--- src/rtl/mcpu_ctrl.sv ---
// mcpu_ctrl: multi-cycle MIPS control unit.
//
// Steps each instruction through fetch (IF), decode (ID) and one or more
// execute/writeback states, then returns to IF. Drives the ALU operation
// code, the datapath mux selects and the write strobes for the PC, IR,
// register file and memory interface.
//
// Ports
//   clk, rst            clock; synchronous active-high reset
//   OPcode, Fun         instruction fields IR[31:26] and IR[5:0]
//   zero, overflow      ALU flags, valid in the same cycle
//   MIO_ready           memory handshake: a memory access completes in a
//                       cycle where MIO_ready is 1. IF, MR and MW keep their
//                       request asserted and hold state until it is seen.
//   ALU_operation       0 AND,1 OR,2 ADD,3 XOR,4 NOR,5 SRL,6 SUB,7 SLT,8 SLL
//   ALUSrcA, ALUSrcB    ALU operand selects
//   imm_zext            1: zero-extend immediate, 0: sign-extend
//   RegDst, MemtoReg    register-file write address / data selects
//   PCSource, pc_we     PC next-value select and write enable
//   IorD                memory address select (0 PC, 1 ALUOut)
//   IRWrite, MemRead, MemWrite, RegWrite   strobes
//   illegal             one-cycle pulse in ID on an unsupported instruction
//   state               current FSM state (debug)
module mcpu_ctrl #(
    parameter int ST_W = 4
) (
    input  logic            clk,
    input  logic            rst,
    input  logic [5:0]      OPcode,
    input  logic [5:0]      Fun,
    input  logic            zero,
    input  logic            overflow,
    input  logic            MIO_ready,
    output logic [3:0]      ALU_operation,
    output logic [1:0]      ALUSrcA,
    output logic [1:0]      ALUSrcB,
    output logic            imm_zext,
    output logic [1:0]      RegDst,
    output logic [1:0]      MemtoReg,
    output logic [1:0]      PCSource,
    output logic            pc_we,
    output logic            IorD,
    output logic            IRWrite,
    output logic            MemRead,
    output logic            MemWrite,
    output logic            RegWrite,
    output logic            illegal,
    output logic [ST_W-1:0] state
);

    typedef enum logic [3:0] {
        S_IF  = 4'd0,  S_ID  = 4'd1,  S_MA  = 4'd2,  S_MR  = 4'd3,
        S_LWB = 4'd4,  S_MW  = 4'd5,  S_REX = 4'd6,  S_RWB = 4'd7,
        S_BR  = 4'd8,  S_J   = 4'd9,  S_IEX = 4'd10, S_IWB = 4'd11,
        S_JAL = 4'd12, S_JR  = 4'd13
    } state_t;

    localparam logic [3:0] ALU_AND = 4'd0, ALU_OR  = 4'd1, ALU_ADD = 4'd2,
                           ALU_XOR = 4'd3, ALU_NOR = 4'd4, ALU_SRL = 4'd5,
                           ALU_SUB = 4'd6, ALU_SLT = 4'd7, ALU_SLL = 4'd8;

    state_t state_q, state_d;
    logic   ovf_q, ovf_d;   // overflow seen during an add/sub/addi execute

    always_ff @(posedge clk) begin
        if (rst) begin
            state_q <= S_IF;
            ovf_q   <= 1'b0;
        end else begin
            state_q <= state_d;
            ovf_q   <= ovf_d;
        end
    end

    assign state = ST_W'(state_q);

    always_comb begin
        state_d       = state_q;
        ovf_d         = ovf_q;
        ALU_operation = ALU_ADD;
        ALUSrcA       = 2'b00;
        ALUSrcB       = 2'b00;
        imm_zext      = 1'b0;
        RegDst        = 2'b00;
        MemtoReg      = 2'b00;
        PCSource      = 2'b00;
        pc_we         = 1'b0;
        IorD          = 1'b0;
        IRWrite       = 1'b0;
        MemRead       = 1'b0;
        MemWrite      = 1'b0;
        RegWrite      = 1'b0;
        illegal       = 1'b0;

        // Under reset every output stays at its default so an aborted
        // instruction cannot write anything in the reset cycle.
        if (!rst) begin
            case (state_q)
                S_IF: begin
                    MemRead = 1'b1;
                    ALUSrcB = 2'b01;
                    if (MIO_ready) begin
                        IRWrite = 1'b1;
                        pc_we   = 1'b1;
                        state_d = S_ID;
                    end
                end
                S_ID: begin
                    // Branch target is computed here speculatively into ALUOut.
                    ALUSrcB = 2'b11;
                    ovf_d   = 1'b0;
                    state_d = S_IF;
                    case (OPcode)
                        6'h00: begin
                            case (Fun)
                                6'h08: state_d = S_JR;
                                6'h20, 6'h22, 6'h24, 6'h25, 6'h26,
                                6'h27, 6'h2A, 6'h00, 6'h02: state_d = S_REX;
                                default: illegal = 1'b1;
                            endcase
                        end
                        6'h23, 6'h2B: state_d = S_MA;
                        6'h04, 6'h05: state_d = S_BR;
                        6'h02:        state_d = S_J;
                        6'h03:        state_d = S_JAL;
                        6'h08, 6'h0A, 6'h0C, 6'h0D, 6'h0E: state_d = S_IEX;
                        default:      illegal = 1'b1;
                    endcase
                end
                S_REX: begin
                    ALUSrcA = (Fun == 6'h00 || Fun == 6'h02) ? 2'b10 : 2'b01;
                    case (Fun)
                        6'h22:   ALU_operation = ALU_SUB;
                        6'h24:   ALU_operation = ALU_AND;
                        6'h25:   ALU_operation = ALU_OR;
                        6'h26:   ALU_operation = ALU_XOR;
                        6'h27:   ALU_operation = ALU_NOR;
                        6'h2A:   ALU_operation = ALU_SLT;
                        6'h00:   ALU_operation = ALU_SLL;
                        6'h02:   ALU_operation = ALU_SRL;
                        default: ALU_operation = ALU_ADD;
                    endcase
                    // Only the trapping arithmetic ops suppress writeback.
                    ovf_d   = overflow & (Fun == 6'h20 || Fun == 6'h22);
                    state_d = S_RWB;
                end
                S_RWB: begin
                    RegDst   = 2'b01;
                    RegWrite = ~ovf_q;
                    state_d  = S_IF;
                end
                S_IEX: begin
                    ALUSrcA  = 2'b01;
                    ALUSrcB  = 2'b10;
                    imm_zext = (OPcode == 6'h0C || OPcode == 6'h0D || OPcode == 6'h0E);
                    case (OPcode)
                        6'h0A:   ALU_operation = ALU_SLT;
                        6'h0C:   ALU_operation = ALU_AND;
                        6'h0D:   ALU_operation = ALU_OR;
                        6'h0E:   ALU_operation = ALU_XOR;
                        default: ALU_operation = ALU_ADD;
                    endcase
                    ovf_d   = overflow & (OPcode == 6'h08);
                    state_d = S_IWB;
                end
                S_IWB: begin
                    RegWrite = ~ovf_q;
                    state_d  = S_IF;
                end
                S_MA: begin
                    ALUSrcA = 2'b01;
                    ALUSrcB = 2'b10;
                    state_d = (OPcode == 6'h23) ? S_MR : S_MW;
                end
                S_MR: begin
                    IorD    = 1'b1;
                    MemRead = 1'b1;
                    if (MIO_ready) state_d = S_LWB;
                end
                S_LWB: begin
                    MemtoReg = 2'b01;
                    RegWrite = 1'b1;
                    state_d  = S_IF;
                end
                S_MW: begin
                    IorD     = 1'b1;
                    MemWrite = 1'b1;
                    if (MIO_ready) state_d = S_IF;
                end
                S_BR: begin
                    ALUSrcA       = 2'b01;
                    ALU_operation = ALU_SUB;
                    PCSource      = 2'b01;
                    // beq takes on zero, bne on not-zero.
                    pc_we         = zero ^ (OPcode == 6'h05);
                    state_d       = S_IF;
                end
                S_J: begin
                    PCSource = 2'b10;
                    pc_we    = 1'b1;
                    state_d  = S_IF;
                end
                S_JAL: begin
                    // PC already holds the return address (PC+4) from IF.
                    PCSource = 2'b10;
                    pc_we    = 1'b1;
                    RegDst   = 2'b10;
                    MemtoReg = 2'b10;
                    RegWrite = 1'b1;
                    state_d  = S_IF;
                end
                S_JR: begin
                    PCSource = 2'b11;
                    pc_we    = 1'b1;
                    state_d  = S_IF;
                end
                default: state_d = S_IF;
            endcase
        end
    end

endmodule

--- config.mk ---
export PLATFORM = sky130hd
export DESIGN_NAME = mcpu_ctrl
export DESIGN_NICKNAME = d
export VERILOG_FILES = /design/src/rtl/mcpu_ctrl.sv
export SDC_FILE = /design/constraint.sdc
export NUM_CORES = 1
export LEC_CHECK = 0
export ABC_AREA = 1
export CAP_MARGIN = 20
export CELL_PAD_IN_SITES_DETAIL_PLACEMENT = 2
export CELL_PAD_IN_SITES_GLOBAL_PLACEMENT = 2
export CORE_ASPECT_RATIO = 1.75
export CORE_UTILIZATION = 18
export DETAILED_ROUTE_END_ITERATION = 10
export GPL_ROUTABILITY_DRIVEN = 0
export HOLD_SLACK_MARGIN = 0.15
export PLACE_DENSITY_LB_ADDON = 0.1
export SLEW_MARGIN = 20
export SYNTH_ARGS = -nofsm -noshare
export SYNTH_HDL_FRONTEND = slang
export SYNTH_SLANG_ARGS = --single-unit
--- constraint.sdc ---
create_clock -name clk -period 1.2 [get_ports clk]
set_input_delay 0.24 -clock clk [delete_from_list [all_inputs] [get_ports clk]]
set_output_delay 0.24 -clock clk [all_outputs]
set_load 0.02 [all_outputs]
==> flow_metrics.tcl <==
set metrics [dict create \
    dr.pass1.iters 4 \
    violated_checks "negative setup slack" \
    cts-buffers-inserted 3 \
    final_min_period_over_clock_period_pct 151 \
    ys_dominant_reg_cell "sky130_fd_sc_hd__dfxtp_1" \
    grt_first_pass_wirelength_um 12200 \
    critical_path.endpoint_type "output port" \
    drc 0 \
    max-vdd-ir-drop_v 0.000778 \
    rows 36 \
    setup_ws_ps -607 \
    syn_avg_cell_area_um2 5.59 \
    final.setup_skew_ps 0.116 \
    first_global_vias 2238 \
    wl_per_cell_um 24.5 \
    tightest_slew_ps 358 \
    total_switching_power_mw 0.611 \
    place.detailed.instances 367 \
    total_area_of_sequential_cells_um2 115 \
    fillers 611 \
    max_fo_critical_path 4 \
    ys_warn_count 0 \
    area_growth_pct 192 \
    comb_power_share_pct 63.7 \
    cts_sinks 5 \
    route.vias.total 1973 \
    holdBufCountCts 0 \
    drt_iter0_drc 70 \
    report.final.setup_viol 29 \
    detail_route.wirelength_um 9990 \
    fp.dieW_um 59.8 \
    achievable-frequency_ghz 0.553 \
    cellLeakagePower_nw 1.39 \
    share_of_cells_above_drive_strength_1_pct 85.8 \
    run_status "finished, violations left" \
    grt_setup_unrepaired "yes" \
    detail-route-antenna-nets 0 \
    worst-endpoint-arrival_ps 1570 \
    crit_path_start_kind "input port" \
    avgViaCountPerCell 4.85 \
    io_buffers 42 \
    intPower_mw 0.777 \
    floorplan.initialDensity_pct 18.8 \
    switching_share_pct 44.0 \
    cts-root-buf "sky130_fd_sc_hd__clkbuf_8" \
    synth_area_mm2 0.00105 \
    synth_edf_count 0 \
    final_max_slew_viol_count 0 \
    final_period_minus_worst_setup_slack_ps 1810 \
    async_flop_share_pct 0 \
    synthDistinctLibCells 27 \
    tritoncts "built" \
    headroom_to_the_max_slew_limit_pct 75.9 \
    holdCritPathClass "register to register" \
    setup_total_negative_slack_ps -12560 \
    chip_height_um 103 \
    layout.cells.non_filler 407 \
    clkLatencyLatePin_ps 220 \
    max_cap_viol_count 0 \
    antenna_cells 0 \
    finalHoldViolations 0 \
    antenna_violations_before_repair 0 \
    maximum_number_of_pins_on_one_net_before_global_route_repair 10 \
    htreeDepth 1 \
    p_clk_share_pct 23.0 \
    cts.clk_slew.worst_paths_ps 40 \
    groute.usage.overall_pct 27.7 \
    pwr-share-seq_pct 13.3 \
    io_pins 43 \
    fin_worst_hold_slack_ps 594 \
    hpwlAfterDp_um 5120 \
    fin_total_pwr_mw 1.39 \
    finalCoreUtilization_pct 54.9 \
    required_ps 960 \
    fin_nets 349 \
    congestion_overflow_gr 0 \
    yosysSeqAreaShare_pct 9.52 \
    fp.dieArea_mm2 0.00616 \
    ys_ff_latch 5 \
    pwr_density_cell_mw_per_mm2 453 \
    timing_worst_setup_path_type "input port to output port" \
    number_of_nets_produced_by_synthesis 205 \
    synthCells 188 \
    multi_input_area_mm2 0.00137 \
    cts.path.max_buffers 2 \
    core-area_mm2 0.00559 \
]
## repair_timing
item | in CTS | in global routing
buffers inserted | 27 | 19
endpoints found under the setup margin | 31 | 30
resized for setup | 282 | 62
pin swaps | 40 | 37
## path summary, 6_finish.rpt
check | startpoint | end | slack (ps) | cells after the start
worst min-delay path | state[2] | state[2] | 590 | 2
worst max register to register | state[3] | state[1] | -460 | 11
worst min register to register | state[2] | state[2] | 590 | 2
worst max-delay path | Fun[2] | ALU_operation[1] | -610 | 8
## Yosys cell counts (2+ instances only)
master | number | area (um2)
sky130_fd_sc_hd__nand2_1 | 36 | 135
sky130_fd_sc_hd__o21ai_2 | 2 | 17.5
sky130_fd_sc_hd__a31oi_1 | 3 | 18.8
sky130_fd_sc_hd__nor2_2 | 7 | 43.8
sky130_fd_sc_hd__nand3_1 | 16 | 80.1
sky130_fd_sc_hd__o31ai_1 | 2 | 15.0
sky130_fd_sc_hd__nor2_4 | 5 | 56.3
sky130_fd_sc_hd__nor2_1 | 22 | 82.6
sky130_fd_sc_hd__nor4_1 | 2 | 12.5
sky130_fd_sc_hd__a21oi_1 | 14 | 70.1
sky130_fd_sc_hd__o21ai_1 | 4 | 20.0
sky130_fd_sc_hd__inv_1 | 25 | 93.8
sky130_fd_sc_hd__nor3_1 | 4 | 20.0
sky130_fd_sc_hd__clkbuf_1 | 2 | 7.51
sky130_fd_sc_hd__nor3_2 | 3 | 30.0
sky130_fd_sc_hd__o21ai_0 | 5 | 25.0
sky130_fd_sc_hd__nand4_1 | 3 | 18.8
sky130_fd_sc_hd__inv_2 | 8 | 30.0
sky130_fd_sc_hd__nand2_2 | 7 | 43.8
sky130_fd_sc_hd__nand3_2 | 6 | 60.1
sky130_fd_sc_hd__dfxtp_1 | 5 | 100
sky130_fd_sc_hd__a21oi_2 | 2 | 17.5
## critical path: stages
cell and delay, ps:
sky130_fd_sc_hd__buf_2 160, sky130_fd_sc_hd__nor2_4 220, sky130_fd_sc_hd__nand4_1 230, sky130_fd_sc_hd__o21ai_2 150, sky130_fd_sc_hd__nor2_1 100, sky130_fd_sc_hd__o21ai_1 170, sky130_fd_sc_hd__nand4_1 130, sky130_fd_sc_hd__buf_6 150
## metal layers
| metal | track usage, % | up-vias | share of wire [%] |
|---|---|---|---|
| met2 | 57.8 | 63 | 57 |
| met4 | 13.4 | 0 | 5.9 |
| met5 | 0 | - | 0 |
| li1 | - | 903 | - |
| met3 | 2.13 | 38 | 3.5 |
| met1 | 25.0 | 969 | 34 |
## placed cells by master, fill, tap and decap left out, types with 4 or more instances in the layout
master | netlist | layout
sky130_fd_sc_hd__inv_2 | 8 | 16
sky130_fd_sc_hd__o21ai_2 | 2 | 7
sky130_fd_sc_hd__buf_2 | 0 | 10
sky130_fd_sc_hd__nor2_2 | 7 | 9
sky130_fd_sc_hd__nand3_2 | 6 | 10
sky130_fd_sc_hd__nor2_4 | 5 | 22
sky130_fd_sc_hd__nand2_2 | 7 | 14
sky130_fd_sc_hd__nand3_4 | 1 | 8
sky130_fd_sc_hd__nand3_1 | 16 | 5
sky130_fd_sc_hd__inv_1 | 25 | 6
sky130_fd_sc_hd__buf_4 | 1 | 79
sky130_fd_sc_hd__dfxtp_4 | 0 | 4
sky130_fd_sc_hd__nand2_4 | 1 | 9
sky130_fd_sc_hd__nor3_4 | 0 | 6
sky130_fd_sc_hd__nand2_1 | 36 | 20
sky130_fd_sc_hd__a21oi_2 | 2 | 13
sky130_fd_sc_hd__inv_4 | 0 | 7
sky130_fd_sc_hd__buf_6 | 1 | 46
## state kept, by name (all words and copies together), names as in the netlist
register,cells
state,4
ovf_q,1
## kinds of logic after synthesis
group	share of synthesized area [%]
AOI/OAI and AO/OA	17.5
buffers and inverters	14.8
DFF	9.52
and+or+nand+nor	58.2
## layout make-up
type / instances / area share, %
clock buffers: 3 / 1.35
flip-flops and latches: 5 / 3.76
clock inverters: 1 / 0.163
multi-input cells: 145 / 44.5
repair buffers: 143 / 41.7
well taps: 76 / 3.10
inverters: 34 / 5.39
## power groups by stage
stage	sequential, mW	clock (mW)	combinational (mW)
2_1_floorplan	0.200	0	0.276
3_3_place_gp	0.185	0	0.616
3_5_place_dp	0.185	0	0.639
4_1_cts	0.184	0.330	0.730
5_1_grt	0.185	0.343	0.922
6_report	0.185	0.319	0.883
## metrics by stage
stage / setup slack (ps) / cell area (um2)
finish: -607 / 3060
global placement: -1260 / 2260
CTS: -480 / 2740
detailed placement: -1370 / 2260
floorplan: -313 / 1270
global route: -651 / 3060
No activity file was read; power rests on OpenSTA's default activity.
==> patch 1: new RTL, same settings <==
Reset style: asynchronous (`rst`), changed in one clocked block. Comments in the files are not updated.
--- a/src/rtl/mcpu_ctrl.sv
+++ b/src/rtl/mcpu_ctrl.sv
@@ -64,3 +64,3 @@
 
-    always_ff @(posedge clk) begin
+    always_ff @(posedge clk or posedge rst) begin
         if (rst) begin
Behaviour: differs if rst is asserted again (counterexample within 4 cycles, from zero or initial values and one cycle with rst high); with rst held inactive, the same outputs for 10 cycles.
==> patch 1 against the original RTL <==
- utilization is 0.91 points lower
- sequential cell count stayed put
- critical path type is now reg2out
- count of clock-buffer cells in the layout is 1 higher
- highest routed layer unchanged
- critical path depth stayed put
- routed wire length is 0.46% higher
- the flow still finishes with violations (negative setup slack)
- worst setup slack worse by 160 ps
- clock skew is 7.5 ps higher
- area after synthesis is 1.3% lower
- non-clock buffer count stayed put
- critical endpoint unchanged
- design area is 2.4% lower
Power is not compared: it rests on default switching activity, and its combinational part moved more than twofold at a synthesized area within 25%.
==> patch 1: results <==
[worst_setup_path]
crit_path_max_incr_delay_ps = 460
cp.arrival_ps = 1730
critPathSlowestCell = dfrtp_2
crit_family = flip-flops
r2r_cells = 10
timing.rr.end = state[1]
setup.worst_path.start = state[3]
reg2reg_from = state[2]
cp_max_fo = 5
reg2reg_setup_slack_ps = -690

[placement]
io_buffers = 42
placedCellCount = 366
place.detailed.hpwl_um = 5170
place_ws_ps = -1400

[global_routing]
grt_use_met3 = 0.0203
met2_usage = 0.616
grtUsageTotal = 0.290
grt_pass1_vias = 2301
grtUsageMet1 = 0.243
grt_max_degree = 14

[synth]
ys_top_cells_by_area = nand2_1 13%, dfrtp_1 12%, nor2_1 12%
synth-main-ff-cell = dfrtp_1
ys_top_cells_by_count = 35 x nand2_1, 32 x nor2_1, 20 x inv_1
synth_seq_area_share = 0.121
synthArstFlopShare = 1.00
syn_area_per_cell_um2 = 5.67
synth_fp_nets = 200
yosysUniqueCellTypes = 33

[finish]
fin_nets = 346
area_delta_synth_final_pct = 188
layout-drive-gt1-share = 0.811
fill_cells = 614

[cts]
h-tree-depth = 1
clk_latency_ps = 240

[routing]
wl_met1_um = 3180
drt-initial-drc-count = 78
via_per_inst = 4.90
met2_length_um = 6110
drt-total-wl_um = 10000
route.met3.wl_um = 196
num_vias = 1978

[hold_path]
min_path_type = in2async

[pwr]
p_int_mw = 1.80

[run_status]
violations = negative setup slack
outcome = complete, but fails checks

[timing]
fin_hold_ws_ps = 558
fin_ws_ps = -767
setup_viol = 30
fin_setup_tns_ps = -17210
finClkSkew_ps = 7.66
-- patch 1: changes by cell type in the layout (fill, tap and decap cells not counted), sizes merged, moves of 4 or more --
cell	before	now
nor2	34	43
buf	139	130
dfrtp	0	5
nand3	23	16
dfxtp	5	0
a21oi	16	12
nand2	44	39
-- patch 1: logic make-up (layout without fill, tap and decap cells) --
kind of cell,Yosys count,count (layout),synth area share
compound gates,31,31,0.215
simple gates,113,113,0.540
buf+inv,34,179,0.124
flops,5,5,0.121
-- patch 1: repair_timing --
action                                  in CTS  in global routing
gates resized for setup                    281                 42
cloned                                       0                  0
endpoints found under the setup margin      31                 31
pin swaps                                   44                 15
setup buffers                               33                 15
-- patch 1: final cells by class --
type	count	share of cell area
clock buffers	4	0.0151
inverters	32	0.0477
multi-input cells	144	0.451
flip-flops and latches	5	0.0435
well taps	76	0.0318
repair buffers	143	0.411
==> patch 2: new RTL, config.mk and constraints unchanged <==
Made on the original files. `ST_W`: 4 -> 6.
--- a/src/rtl/mcpu_ctrl.sv
+++ b/src/rtl/mcpu_ctrl.sv
@@ -24,3 +24,3 @@
 module mcpu_ctrl #(
-    parameter int ST_W = 4
+    parameter int ST_W = 6
 ) (
Interface: changed (resized state); port bits go from 43 to 45. No check against the original RTL was run, so the function may have changed too.
==> patch 2 against the original RTL <==
- the flow still finishes with violations (negative setup slack)
- routed wire length is 7.6% lower
- area after synthesis is 1.8% higher
- cell count is 2.5% lower
- power is 0.38% lower
- register-to-register slack worse by 30 ps
- die area is 1.7% higher
- combinational power is 0.6% lower
- design area is 1.9% lower
- worst setup slack better by 11 ps
- sequential cell count stayed put
- sequential share of layout area is 0.072 points higher
==> patch 2: results <==
[run_status]
outcome = complete, but fails checks
violations = negative setup slack

[finish]
layout-drive-gt1-share = 0.844
finalNonFillerCells = 397

[pwr]
powerClk_uw = 320
netSwitchingPower_uw = 603
p_total_mw = 1.38

[worst_setup_path]
timing.rr.end = ovf_q
critPathSlowestCell = dfxtp_4
reg2reg_setup_slack_ps = -490
crit_family = buffers and inverters
path_class = reg2out
reg2reg_from = state_q[2]

[cts]
post_cts_buffers = 23
ctsResizeCount = 279

[timing]
setup_viol = 28
fin_setup_tns_ps = -12510
fin_hold_ws_ps = 565
fin_ws_ps = -596

[synth]
synth_compound_area_frac = 0.172
syn_area_per_cell_um2 = 5.60
ys_top_cells_by_area = nand2_1 13%, dfxtp_1 9.4%, inv_1 8.8%
synth_seq_area_share = 0.0936

[hold_path]
hp-start = rst
hold_end = state_q[0]
min_path_type = in2reg

[placement]
place.detailed.hpwl_um = 5400

[global_routing]
grt_max_degree = 11
grt_pass1_wl_um = 11800
grt_pass1_vias = 2225

[routing]
drt-initial-drc-count = 53
[patch 2: cell types whose count changed in the layout (fill, tap and decap cells not counted), moves of 3 or more]
cell / unedited run / this run
nand3_4: 8 / 11
a21oi_2: 13 / 10
buf_4: 79 / 71
inv_2: 16 / 19
nand2_1: 20 / 17
buf_6: 46 / 43
nand3_2: 10 / 7
[patch 2: final cells by class]
type | count | area (um^2)
Multi-Input combinational cell | 147 | 1410
Sequential cell | 5 | 115
Timing Repair Buffer | 131 | 1190
Tap cell | 76 | 95.1
Fill cell | 598 | 2620
Inverter | 34 | 153
Clock buffer | 4 | 45.0
[patch 2: routing by layer]
layer / global-route usage / vias to the layer above / wire length, um
li1: - / 881 / -
met1: 0.225 / 924 / 2910
met2: 0.540 / 53 / 5600
met3: 0.0199 / 33 / 183
met4: 0.111 / 0 / 531
met5: 0 / - / 0
